===== src/rtl/cpu_comb_pkg.sv =====
// cpu_comb shared types: opcode encoding and datapath width.
// Consumed by cpu_comb_alu and cpu_comb.
package cpu_comb_pkg;

  localparam int DW = 8;

  typedef enum logic [3:0] {
    OP_NOP  = 4'd0,
    OP_ADD  = 4'd1,
    OP_SUB  = 4'd2,
    OP_ADC  = 4'd3,
    OP_AND  = 4'd4,
    OP_OR   = 4'd5,
    OP_XOR  = 4'd6,
    OP_NOT  = 4'd7,
    OP_XCHG = 4'd8,
    OP_MOVC = 4'd9,
    OP_MOVD = 4'd10,
    OP_SHL  = 4'd11,
    OP_SHR  = 4'd12,
    OP_RLC  = 4'd13,
    OP_INC  = 4'd14,
    OP_DEC  = 4'd15
  } op_e;

endpackage


===== src/rtl/cpu_comb_alu.sv =====
// cpu_comb_alu: combinational next-state function of the
// accumulator CPU register file and carry flag.
module cpu_comb_alu
  import cpu_comb_pkg::*;
(
  input  logic [3:0]    op_i,
  input  logic [DW-1:0] a_i,
  input  logic [DW-1:0] b_i,
  input  logic [DW-1:0] c_i,
  input  logic [DW-1:0] d_i,
  input  logic          carry_i,
  output logic [DW-1:0] a_o,
  output logic [DW-1:0] b_o,
  output logic [DW-1:0] c_o,
  output logic [DW-1:0] d_o,
  output logic          carry_o
);

  // Nine-bit scratch: bit DW is carry-out or borrow.
  logic [DW:0] sum;

  always_comb begin
    a_o     = a_i;
    b_o     = b_i;
    c_o     = c_i;
    d_o     = d_i;
    carry_o = carry_i;
    sum     = '0;
    unique case (op_e'(op_i))
      OP_NOP: begin
      end
      OP_ADD: begin
        sum     = {1'b0, a_i} + {1'b0, b_i};
        a_o     = sum[DW-1:0];
        carry_o = sum[DW];
      end
      OP_SUB: begin
        sum     = {1'b0, a_i} - {1'b0, b_i};
        a_o     = sum[DW-1:0];
        carry_o = sum[DW];
      end
      OP_ADC: begin
        sum     = {1'b0, a_i} + {1'b0, b_i}
                + {{DW{1'b0}}, carry_i};
        a_o     = sum[DW-1:0];
        carry_o = sum[DW];
      end
      OP_AND: begin
        a_o     = a_i & b_i;
        carry_o = 1'b0;
      end
      OP_OR: begin
        a_o     = a_i | b_i;
        carry_o = 1'b0;
      end
      OP_XOR: begin
        a_o     = a_i ^ b_i;
        carry_o = 1'b0;
      end
      OP_NOT: begin
        a_o     = ~a_i;
        carry_o = 1'b0;
      end
      OP_XCHG: begin
        a_o = b_i;
        b_o = a_i;
      end
      OP_MOVC: c_o = a_i;
      OP_MOVD: d_o = a_i;
      OP_SHL: begin
        a_o     = {a_i[DW-2:0], 1'b0};
        carry_o = a_i[DW-1];
      end
      OP_SHR: begin
        a_o     = {1'b0, a_i[DW-1:1]};
        carry_o = a_i[0];
      end
      OP_RLC: begin
        a_o     = {a_i[DW-2:0], carry_i};
        carry_o = a_i[DW-1];
      end
      OP_INC: begin
        sum     = {1'b0, a_i} + (DW+1)'(1);
        a_o     = sum[DW-1:0];
        carry_o = sum[DW];
      end
      OP_DEC: begin
        sum     = {1'b0, a_i} - (DW+1)'(1);
        a_o     = sum[DW-1:0];
        carry_o = sum[DW];
      end
    endcase
  end

endmodule


===== src/rtl/cpu_comb.sv =====
// cpu_comb: registered execution stage of the 8-bit accumulator CPU.
// Define CPU_COMB_ZFLAG_EN to add the registered Zout zero flag.
module cpu_comb
  import cpu_comb_pkg::*;
(
  input  logic          clk,
  input  logic          rst_n,
  input  logic [3:0]    op,
  input  logic [DW-1:0] Ain,
  input  logic [DW-1:0] Bin,
  input  logic [DW-1:0] Cin,
  input  logic [DW-1:0] Din,
  input  logic          Carryin,
  output logic [DW-1:0] Aout,
  output logic [DW-1:0] Bout,
  output logic [DW-1:0] Cout,
  output logic [DW-1:0] Dout,
  output logic          Carryout
`ifdef CPU_COMB_ZFLAG_EN
  ,
  output logic          Zout
`endif
);

  logic [DW-1:0] a_d, b_d, c_d, d_d;
  logic [DW-1:0] a_q, b_q, c_q, d_q;
  logic          carry_d, carry_q;

  cpu_comb_alu u_alu (
    .op_i    (op),
    .a_i     (Ain),
    .b_i     (Bin),
    .c_i     (Cin),
    .d_i     (Din),
    .carry_i (Carryin),
    .a_o     (a_d),
    .b_o     (b_d),
    .c_o     (c_d),
    .d_o     (d_d),
    .carry_o (carry_d)
  );

  always_ff @(posedge clk or negedge rst_n) begin
    if (!rst_n) begin
      a_q     <= '0;
      b_q     <= '0;
      c_q     <= '0;
      d_q     <= '0;
      carry_q <= 1'b0;
    end else begin
      a_q     <= a_d;
      b_q     <= b_d;
      c_q     <= c_d;
      d_q     <= d_d;
      carry_q <= carry_d;
    end
  end

  assign Aout     = a_q;
  assign Bout     = b_q;
  assign Cout     = c_q;
  assign Dout     = d_q;
  assign Carryout = carry_q;

`ifdef CPU_COMB_ZFLAG_EN
  logic z_d, z_q;

  // Flag follows whichever register the op writes.
  always_comb begin
    z_d = (a_d == '0);
    unique case (op_e'(op))
      OP_NOP:  z_d = z_q;
      OP_MOVC: z_d = (c_d == '0);
      OP_MOVD: z_d = (d_d == '0);
      default: z_d = (a_d == '0);
    endcase
  end

  always_ff @(posedge clk or negedge rst_n) begin
    if (!rst_n) z_q <= 1'b0;
    else        z_q <= z_d;
  end

  assign Zout = z_q;
`endif

endmodule


===== config.mk =====
export PLATFORM = sky130hd
export DESIGN_NAME = cpu_comb
export DESIGN_NICKNAME = d
export VERILOG_FILES = /design/src/rtl/cpu_comb_pkg.sv /design/src/rtl/cpu_comb_alu.sv /design/src/rtl/cpu_comb.sv
export SDC_FILE = /design/constraint.sdc
export NUM_CORES = 1
export LEC_CHECK = 0
export ABC_AREA = 1
export CAP_MARGIN = 10
export CORE_MARGIN = 1
export CORE_UTILIZATION = 40
export DETAILED_ROUTE_END_ITERATION = 10
export MAX_ROUTING_LAYER = met4
export PLACE_DENSITY = 0.65
export SYNTH_ARGS = -nofsm -noshare
export SYNTH_HDL_FRONTEND = slang
export SYNTH_SLANG_ARGS = --single-unit

===== constraint.sdc =====
create_clock -name clk -period 0.8 [get_ports clk]
set_input_delay 0.08 -clock clk [delete_from_list [all_inputs] [get_ports clk]]
set_output_delay 0.08 -clock clk [all_outputs]
set_load 0.05 [all_outputs]

==> run_results.csv <==
group,metric,value,unit
yosys,synth_enable_flop_cells,0,
yosys,ys_types,37,
global_routing,grt_start_max_net_pins,34,
die,die_y,92.1,µm
run_status,status,"finished with violations",
yosys,synth-main-ff-cell,"dfrtp_1",
drt,route.antenna.remaining_nets,0,
timing,fin_tns_setup,-11200,ps
clocking,hold_buffers,0,
drt,drc,0,
run_status,violations,"negative setup slack",
yosys,synth_fp_nets,572,
clocking,cts_tree,"yes",
critical_path,required,980,ps
critical_path,worstSetupEndpointType,"register",
placed_design,gp_congestion,0.931,
hold_path,hp-class,"input pin to async pin",
critical_path,crit_slowest_cell,"fa_2",
yosys,ys_ff_latch,33,
drt,wirelength,14000,µm
power_and_ir_drop,p_leak,0.00292,µW
global_routing,grt_pass1_wl,21100,µm
drt,viasPerCell,5.37,
clocking,cts-buffers-inserted,5,
critical_path,crit_chain,"buf_8 > ha_4 > fa_2 > buf_4 > nand2_1 > nor2_1 > nand3_2 > nor2_4 > nand2_1 > nand2_1 > nor2_1 > nor3_2 > nor2_1",
flow_run,cap_violations,0,
critical_path,path_class,"input pin to register",
die,die-area,0.00849,mm²
die,die_w,92.1,µm
clocking,clk_pin_slew_worst_paths,70,ps
global_routing,antenna_found_initial,0,
final_layout,layout-drive-gt1-share,0.412,
timing,drv_slew,0,
yosys,yosysWarnings,0,
drt,drtPass1Iterations,5,
clocking,htree_levels,2,
global_routing,gr-total-overflow,0,
placed_design,dp_hpwl,10000,µm
critical_path,max_stage_delay,570,ps
die,row_count,32,
yosys,seq_area_frac_synth,0.254,
power_and_ir_drop,ir_drop,0.000590,V
yosys,synthCells,503,
critical_path,crit_buf_inv,2,
final_layout,area_growth,83.0,%
yosys,synth.avg_cell_area,6.46,µm²
critical_path,arrival,1920,ps
timing,post-route-min-period,1740,ps
timing,setup_viol,43,
clocking,root_buffer,"clkbuf_8",
die,initial_utilization,0.416,
yosys,netlist_area,0.00325,mm²
timing,max_slew_margin,0.785,
clocking,cts_buffer_depth,2,
drt,vias,4298,
placed_design,numPortBuffers,71,
global_routing,first_global_vias,4228,
drt,drtIter0Drc,316,
timing,holdWs,166,ps
final_layout,nFillCells,581,
critical_path,worst-path-max-fanout,4,
critical_path,worstSetupStartpointType,"input pin",
final_layout,seqCellArea,826,µm²
timing,hold_viol,0,
final_layout,diodes,0,
final_layout,multi_input_area,0.00255,mm²
yosys,synth-async-reset-ratio,1.00,
die,io_pins,72,
critical_path,path_delay_family,"simple AND/OR/NAND/NOR gates",
placed_design,dpl_worst_slack,-1720,ps
final_layout,fin_nets,767,
power_and_ir_drop,power_density,1200,mW/mm²
clocking,cts_sinks,33,
die,design.core.area,0.00781,mm²
timing,rsz0062_at_grt,"true",
drt,avgRoutedWirePerCell,17.5,µm
timing,fmax,574,MHz
timing,worst_pin_slew,320,ps
timing,finalCritPeriodShare,2.18,
timing,setup_slack,-943,ps
global_routing,grtUsageTotal,0.331,
-- worst max-delay path by stage --
stage	end	start	slack, ps	cells after the start
detailed placement	Carryout	Bin[0]	-1720	14
global placement	Carryout	Bin[0]	-1640	13
CTS	Carryout	Bin[0]	-950	14
floorplan	Carryout	Ain[0]	-990	12
global route	Aout[7]	Ain[0]	-1040	13
finish	Aout[5]	Ain[0]	-940	13
-- cell usage in the layout, fill, tap and decap left out, types with 14 or more instances in the layout --
cell type	count
nand2_2	21
buf_12	37
buf_4	112
nand2_1	113
o21ai_0	27
dfrtp_1	33
nor2_1	47
nand3_1	37
inv_2	18
inv_1	48
clkdlybuf4s50_1	19
buf_6	14
-- timing repair --
item,in CTS,in global routing
gates resized for setup,123,60
cloned,0,2
pin swaps,28,20
setup endpoints to repair,66,62
buffers inserted,10,8
-- where the power goes --
part           internal [µW]  switching, µW  leakage, µW
Clock                    604            667    0.0000450
Sequential              1830            141     0.000390
Combinational           1820           2090      0.00248
-- registers in the layout, summed over array words and instances (netlist names) --
signal and flops:
Bout 8, Aout 8, Cout 8, Dout 8
Carryout 1
-- stage by stage --
stage | total power [µW] | cells | instance area, µm² | util
3_5_place_dp | 5390 | 774 | 5260 | 0.674
2_1_floorplan | 3570 | 503 | 3320 | -
6_report | 7140 | 801 | 5950 | 0.762
5_1_grt | 7430 | 801 | 5950 | 0.762
3_3_place_gp | 5340 | 774 | 5260 | 0.674
4_1_cts | 6850 | 791 | 5680 | 0.728
-- kinds of logic after synthesis --
logic type,after synthesis,share of synthesized area
DFF,33,0.254
xor gates and xnor gates,3,0.00808
adders and majority gates,30,0.120
AOI/OAI and AO/OA,81,0.141
buffers and inverters,82,0.104
and+or+nand+nor,274,0.373
-- final cells by class --
class	count	share of cell area
inverter	71	0.0473
multi-input combinational	390	0.429
timing repair buffer	197	0.349
clock inverter	2	0.00168
tap	102	0.0215
sequential	33	0.139
clock buffer	6	0.0122
-- synthesized netlist by cell type (4+ instances only) --
cell type  count  area, µm²
o22ai_1       13       81.3
nor2_2         4       25.0
nand2_2        6       37.5
dfrtp_1       33        826
a21oi_1       14       70.1
o21ai_0       41        205
ha_1          28        350
nand2_1      133        499
inv_1         63        236
nor3_1         9       45.0
clkinv_1       4       15.0
nand4_1        7       43.8
buf_2          4       20.0
nor2_1        54        203
clkbuf_1       4       15.0
nand3_1       47        235
nor4_1         4       25.0
-- per-layer routing --
metal,vias to the layer above,GRT usage,routed length [µm]
met4,0,0.134,473
met1,2055,0.399,5680
met3,33,0.0531,818
met2,175,0.553,7010
met5,-,-,0
li1,2035,-,-
Note: power is estimated with default switching activity, not from simulation.
